==> src/rtl/ram_port_arbiter_pkg.sv <==
// ram_port_arbiter_pkg: shared FSM state type and default geometry for the
// single-port RAM arbiter. Optional feature macro: RAM_PORT_ARBITER_LOCK_EN.
package ram_port_arbiter_pkg;

    // Default configuration
    localparam int DEF_NREQ   = 4;
    localparam int DEF_AW     = 6;
    localparam int DEF_DW     = 18;
    localparam int DEF_RD_LAT = 1;

    // Read-latency counter width (RD_LAT is at most 3)
    localparam int CNT_W = 2;

    // Arbiter FSM states
    typedef enum logic [1:0] {
        IDLE   = 2'd0,
        ISSUE  = 2'd1,
        RDWAIT = 2'd2
    } arb_state_e;

endpackage

==> src/rtl/ram_arb_rr.sv <==
// ram_arb_rr: combinational round-robin pick. Searches the request vector
// starting at index ptr and wrapping at NREQ; returns the first hit.
module ram_arb_rr #(
    parameter int NREQ = 4,
    parameter int GW   = $clog2(NREQ)
) (
    input  logic [NREQ-1:0] req,
    input  logic [GW-1:0]   ptr,
    output logic [GW-1:0]   gnt,
    output logic            any
);

    logic [GW-1:0] gnt_s;
    logic          any_s;
    int            idx_s;

    // Rotating priority search from ptr upward, first requester found wins
    always_comb begin
        gnt_s = '0;
        any_s = 1'b0;
        idx_s = 0;
        for (int i = 0; i < NREQ; i++) begin
            idx_s = int'(ptr) + i;
            if (idx_s >= NREQ) begin
                idx_s = idx_s - NREQ;
            end else begin
                idx_s = idx_s;
            end
            if (!any_s && req[idx_s]) begin
                any_s = 1'b1;
                gnt_s = GW'(idx_s);
            end else begin
                any_s = any_s;
            end
        end
    end

    assign gnt = gnt_s;
    assign any = any_s;

endmodule

==> src/rtl/ram_port_arbiter.sv <==
// ram_port_arbiter: shares one single-port RAM among NREQ requesters with
// round-robin arbitration and at most one transaction outstanding.
// Writes occupy 2 cycles (IDLE pick, ISSUE); reads add RD_LAT RDWAIT cycles.
// Optional feature macro: RAM_PORT_ARBITER_LOCK_EN adds req_lock, letting the
// current grantee keep priority for the next arbitration.
module ram_port_arbiter
    import ram_port_arbiter_pkg::*;
#(
    parameter int NREQ   = DEF_NREQ,
    parameter int AW     = DEF_AW,
    parameter int DW     = DEF_DW,
    parameter int RD_LAT = DEF_RD_LAT
) (
    input  logic                CLK,
    input  logic                ALn,
    input  logic [NREQ-1:0]     req_valid,
    output logic [NREQ-1:0]     req_ready,
    input  logic [NREQ-1:0]     req_we,
    input  logic [NREQ*AW-1:0]  req_addr,
    input  logic [NREQ*DW-1:0]  req_wdata,
`ifdef RAM_PORT_ARBITER_LOCK_EN
    input  logic [NREQ-1:0]     req_lock,
`endif
    output logic [NREQ-1:0]     rsp_valid,
    output logic [DW-1:0]       rsp_rdata,
    output logic                ram_en,
    output logic                ram_we,
    output logic [AW-1:0]       ram_addr,
    output logic [DW-1:0]       ram_wdata,
    input  logic [DW-1:0]       ram_rdata
);

    localparam int GW = $clog2(NREQ);

    arb_state_e     state_r, state_nxt_s;
    logic [GW-1:0]  ptr_r, ptr_nxt_s;
    logic [GW-1:0]  gnt_r, gnt_nxt_s;
    logic [CNT_W-1:0] cnt_r, cnt_nxt_s;

    logic [GW-1:0]   rr_gnt_s;
    logic            rr_any_s;
    logic [GW-1:0]   ptr_inc_s;
    logic            lock_s;
    logic            issue_s;
    logic            rsp_s;
    logic [NREQ-1:0] gnt_oh_s;

    ram_arb_rr #(
        .NREQ (NREQ),
        .GW   (GW)
    ) u_rr (
        .req (req_valid),
        .ptr (ptr_r),
        .gnt (rr_gnt_s),
        .any (rr_any_s)
    );

`ifdef RAM_PORT_ARBITER_LOCK_EN
    assign lock_s = req_lock[gnt_r];
`else
    assign lock_s = 1'b0;
`endif

    assign ptr_inc_s = (gnt_r == GW'(NREQ - 1)) ? GW'(0) : (gnt_r + GW'(1));
    assign gnt_oh_s  = {{(NREQ-1){1'b0}}, 1'b1} << gnt_r;

    // State, pointer, grant and latency counter registers
    always_ff @(posedge CLK or negedge ALn) begin
        if (!ALn) begin
            state_r <= IDLE;
            ptr_r   <= '0;
            gnt_r   <= '0;
            cnt_r   <= '0;
        end else begin
            state_r <= state_nxt_s;
            ptr_r   <= ptr_nxt_s;
            gnt_r   <= gnt_nxt_s;
            cnt_r   <= cnt_nxt_s;
        end
    end

    // Next-state logic: grant is frozen from the pick until the return to IDLE
    always_comb begin
        state_nxt_s = state_r;
        ptr_nxt_s   = ptr_r;
        gnt_nxt_s   = gnt_r;
        cnt_nxt_s   = cnt_r;
        issue_s     = 1'b0;
        rsp_s       = 1'b0;
        case (state_r)
            IDLE: begin
                if (rr_any_s) begin
                    gnt_nxt_s   = rr_gnt_s;
                    state_nxt_s = ISSUE;
                end else begin
                    state_nxt_s = IDLE;
                end
            end
            ISSUE: begin
                if (req_valid[gnt_r]) begin
                    issue_s   = 1'b1;
                    ptr_nxt_s = lock_s ? gnt_r : ptr_inc_s;
                    if (req_we[gnt_r]) begin
                        state_nxt_s = IDLE;
                    end else begin
                        state_nxt_s = RDWAIT;
                        cnt_nxt_s   = CNT_W'(RD_LAT);
                    end
                end else begin
                    // Requester withdrew: nothing issued, pointer left alone
                    state_nxt_s = IDLE;
                end
            end
            RDWAIT: begin
                cnt_nxt_s = cnt_r - CNT_W'(1);
                // <= also recovers from a corrupted zero count
                if (cnt_r <= CNT_W'(1)) begin
                    rsp_s       = 1'b1;
                    state_nxt_s = IDLE;
                end else begin
                    state_nxt_s = RDWAIT;
                end
            end
            default: begin
                state_nxt_s = IDLE;
                cnt_nxt_s   = '0;
            end
        endcase
    end

    // Output decode: everything is forced to zero outside its active cycle
    always_comb begin
        req_ready = '0;
        ram_en    = 1'b0;
        ram_we    = 1'b0;
        ram_addr  = '0;
        ram_wdata = '0;
        rsp_valid = '0;
        rsp_rdata = '0;
        if (issue_s) begin
            req_ready = gnt_oh_s;
            ram_en    = 1'b1;
            ram_we    = req_we[gnt_r];
            ram_addr  = req_addr[gnt_r*AW +: AW];
            ram_wdata = req_wdata[gnt_r*DW +: DW];
        end else begin
            req_ready = '0;
        end
        if (rsp_s) begin
            rsp_valid = gnt_oh_s;
            rsp_rdata = ram_rdata;
        end else begin
            rsp_valid = '0;
        end
    end

endmodule

==> config.mk <==
export PLATFORM = sky130hd
export DESIGN_NAME = ram_port_arbiter
export DESIGN_NICKNAME = d
export VERILOG_FILES = /design/src/rtl/ram_port_arbiter_pkg.sv /design/src/rtl/ram_arb_rr.sv /design/src/rtl/ram_port_arbiter.sv
export SDC_FILE = /design/constraint.sdc
export NUM_CORES = 1
export LEC_CHECK = 0
export BUFFER_PORTS_ARGS = -buffer_cell sky130_fd_sc_hd__buf_2
export CAP_MARGIN = 40
export CORE_MARGIN = 3
export CORE_UTILIZATION = 34
export CTS_CLUSTER_DIAMETER = 150
export CTS_CLUSTER_SIZE = 10
export DETAILED_ROUTE_END_ITERATION = 10
export HOLD_SLACK_MARGIN = 0.05
export PLACE_DENSITY = 0.81
export SLEW_MARGIN = 20
export SYNTH_ARGS = -nofsm -noshare
export SYNTH_HDL_FRONTEND = slang
export SYNTH_SLANG_ARGS = --single-unit
export TNS_END_PERCENT = 5
==> constraint.sdc <==
create_clock -name CLK -period 2.2 [get_ports CLK]
set_input_delay 0.44 -clock CLK [delete_from_list [all_inputs] [get_ports CLK]]
set_output_delay 0.44 -clock CLK [all_outputs]
set_load 0.02 [all_outputs]
# Word level (Yosys, flattened, before mapping)
# Index checks and enable logic that the tools add are counted.
# word_totals
input_bits,124
output_inout_bits,52
wordCells,92
reg_bits,8
# classes
muxes,48
n_mul,2
shifts,3
order_cmp,10
n_addsub,9
bitwise,1
n_eq_ne,5
reduce_logical,10
# ops
cell,count
$lt 32x4->1 const B,4
$mux 32,4
$ge 32x4->1 const B,3
$sub 32x4->32 const B,3
$shiftx 72x8->18,1
$mux 18,2
$shiftx 24x6->6,1
$mux 1,21
$mux 2,10
$bmux 1 s2,6
$pmux 2 s3,2
$mux 4,2
$add 2x2->3 const B,2
$mul 2x4->6 const B,1
$mux 6,1
$eq 2x2->1 const B,2
$mul 2x2->4 const B,1
$ne 2x2->1 const B,2
$reduce_and 2->1,2
$shl 1x2->4 const A,1
$sub 2x3->4 const B,1
$add 2x1->3 const B,1
$ge 2x3->1 const B,1
$logic_and 1x1->1,3
other kinds (9),11

# Logic depth before layout (Yosys ltp)
# logic_depth
ltp_word,17
ltp_mapped,6
mapped_depth_nobuf,6

# Hierarchy
# A second synthesis with hierarchy kept.
# hier_totals
cells_unflattened,154
area_unflattened_um2,1551.5
# by_module_without_submodules
mod,n_inst,seq_area_each_um2,area_per_inst_um2,cells_each
ram_port_arbiter,1,200.2,1473.9,139
ram_arb_rr,1,0.0,77.6,15

# Least setup slack after synthesis
# No wires, ideal clock.
# synth_path
path_type,flip-flop to output port
start,register gnt_r[0]
end,output port ram_wdata[0]
n_path_buf,2
required_ns,1.760
path_slack_ns,0.175
t_arrival_ns,1.585
path_stages_with_launch,5
path_cell_list,dfrtp_1 -> buf_4 -> buf_4 -> mux4_2 -> and3_1
# synth_between
elab_chain_cells,5
elab_cells_between_ends,7
cone_classes,mul (1); shift (1); mux (5)
# synth_lines
element,line_no,source
"start, declared",ram_port_arbiter.sv:37,"logic [GW-1:0] gnt_r, gnt_nxt_s;"
"start signal, assigned",ram_port_arbiter.sv:77,gnt_r <= gnt_nxt_s;
"parallel branches: the longest is 4 deep, another holds $mul 2x4->6",-,
$mux 18 *,ram_port_arbiter.sv:140,if (issue_s) begin
"end, declared",ram_port_arbiter.sv:29,"output logic [DW-1:0] ram_wdata,"
# Mark *: on every way between the ends. The select of a mux whose other input is x is not followed.

# Final worst setup path
# layout_path
start,register gnt_r[0]
end,output port ram_wdata[13]
# The elaborated chain is that of the path after synthesis.

==> metrics <==
fmax=467.2 MHz; Async S/R FF share, synth=100.0%; final cell count without fillers=376; met2 Use GR=41.21%; GRT met1 Usage=24.74%; DR vias/cell=5.170; H-tree depth=1; critical path launch point type=flop; Final period util=97.28%; Critical Path Slowest Stage Cell=mux4_2; busiest grt layer=met2; ANT nets after route=0; via count of the first global-routing pass=1902; die area=0.005382 mm2; DRC Markers=0; Tot Pwr=2.716 mW; share of post-route cells with drive strength above 1=66.56%; synth top area cells=mux4_2, dfrtp_1, and3_1, and2_1, ha_1; via count=1944; CTS Buf Count=3; Clock Path Buffers=2; WL/cell=16.66 um; Final min period=2140 ps; Core ar.=0.004173 mm2; initial antenna violation count=0; Hold WC Path Type=reg -> reg; cells along the critical path=buf_6, mux4_2, and3_1, buf_2; Port Buf Inserts=175; Synth top area share=37.96%; largest net degree at the start of global routing=35; Syn Nets=284; Cell Rows=23; # setup viols final=0; # IOs=176; unrepaired setup endpoints after global routing=true; DR iter-0 viols=82; Seq/Total Area, Yosys=12.98%; Skew-Pair Late Insertion Delay=230 ps; Critical Path RT=1760 ps; Main synth FF type=dfrtp_1; clock slew at reported path FFs=40 ps; Worst path max stage delay=520 ps; max-slew violation count=0; #FFs+latches synth=8; final-report hold violation count=0; Root Driver=clkbuf_8; setup TNS=0 ps; Syn-to-layout area delta=65.94%; grt ovf=0; fillers=387; Worst Path Max Fanout=10; GRT Overall Usage=21.93%; Final Skew=2.875 ps; Data arrival, critical path=1700 ps; met3 usage=3.283%; cell area after placement=0.002461 mm2; Cells after Synth=151; largest area contributor in the netlist=mux4_2; syn avg cell area=10.22 um2; CTS Sinks=8; die extent in x=73.36 um; Slew @ Worst Pin=742.3 ps; Initial Utilization=36.97%; dpl cells=369; pwr/cell area=1061 mW/mm2; count of cell types in the netlist=27; hpwl dp=5246 um; Max IR drop VDD=0.0007159 V; Final Cell Area=0.002560 mm2; Post-Route WL=6264 um; Slew HR=49.87%; first-pass GRT wire length=9149 um; Final Net Count=460; first-pass detailed-route iteration total=4; most common cell after layout, fill and taps aside=buf_2; CP endpoint kind=output pin; placer congestion estimate=0.8986; CTS tree=built; Die Y=73.36 um; Pleak=1.515 nW; Post-synth EDFFs=0; commonest non-fill, non-tap cells in the layout=buf_2, and3_1, mux4_2; maxcap violations=0; Ant. Diodes=0; status=completed; Yosys Warn Count=0; cell area after synthesis=0.001543 mm2; type of the worst setup path=reg -> out
==> cells by family after synthesis <==
logic type	after synthesis	share of synthesized area [%]
adders and majority gates	9	7.299
AOI/OAI and AO/OA	15	6.732
muxes	27	38.60
DFF	8	12.98
and+or+nand+nor	68	26.36
buffers and inverters	24	8.029
==> per-layer routing <==
| metal | share of wire, % | routed length (um) |
|---|---|---|
| met1 | 37 | 2310 |
| met2 | 52 | 3285 |
| met3 | 8.2 | 514 |
| met4 | 2.5 | 154 |
| met5 | 0 | 0 |
==> power breakdown <==
group          total, mW  internal, mW  leakage [nW]  switching [mW]
registers          0.284         0.213         0.101          0.0714
clock network      0.191         0.126        0.0228          0.0649
logic               2.24          1.07          1.39            1.17
total               2.72          1.41          1.52            1.31
==> layout make-up <==
cell class	instances	area [um2]	area share [%]
Timing Repair Buffer	185	991.0	38.71
Multi-Input combinational cell	119	1222	47.75
Sequential cell	8	201.4	7.869
Clock buffer	4	45.04	1.760
Inverter	10	37.54	1.466
Tap cell	50	62.56	2.444
==> through the flow <==
step                      setup slack, ps  hold WS, ps  util (%)
after floorplan                     174.6        144.4         -
final                               59.81        572.2     61.35
after CTS                           7.317        576.9     60.33
after global placement              155.9        296.4     58.98
after detailed placement            131.6        296.5     58.98
after global routing              0.01099        598.2     61.35
==> critical path, delay by kind of cell, from the launching register on <==
family | cells | cell delay, ps
muxes | 1 | 520
DFF | 1 | 420
buffers and inverters | 2 | 330
and+or+nand+nor | 1 | 190
==> synth_stat cells, types with 3 or more instances <==
cell type	count
and3_1	29
mux4_2	26
and2_1	22
inv_1	10
ha_1	9
clkbuf_1	8
dfrtp_1	8
nand2_1	7
a21oi_1	3
buf_4	3
buf_6	3
nand3_1	3
==> path summary, 6_finish.rpt <==
check / slack [ps] / cells past startpoint / end / startpoint
setup reg to reg: 330 / 6 / cnt_r[0] / gnt_r[0]
max in group asynchronous: 1440 / 2 / gnt_r[0] / ALn
hold / removal: 570 / 2 / ptr_r[1] / ptr_r[1]
min in group asynchronous: 580 / 2 / gnt_r[1] / ALn
hold reg to reg: 570 / 2 / ptr_r[1] / ptr_r[1]
setup / recovery: 60 / 4 / ram_wdata[13] / gnt_r[0]
==> timing repair <==
action,4_1_cts,5_1_grt
buffers inserted,0,1
pin swaps,0,0
endpoints found under the setup margin,22,28
endpoints found under the hold margin,8,0
gates resized for setup,1,3
gates cloned,0,1
hold buffers,1,0
==> state kept, by name (all words and copies together) (netlist names) <==
name / count
ptr_r: 2
gnt_r: 2
cnt_r: 2
state_r: 2
No activity file was read; power rests on OpenSTA's default activity.
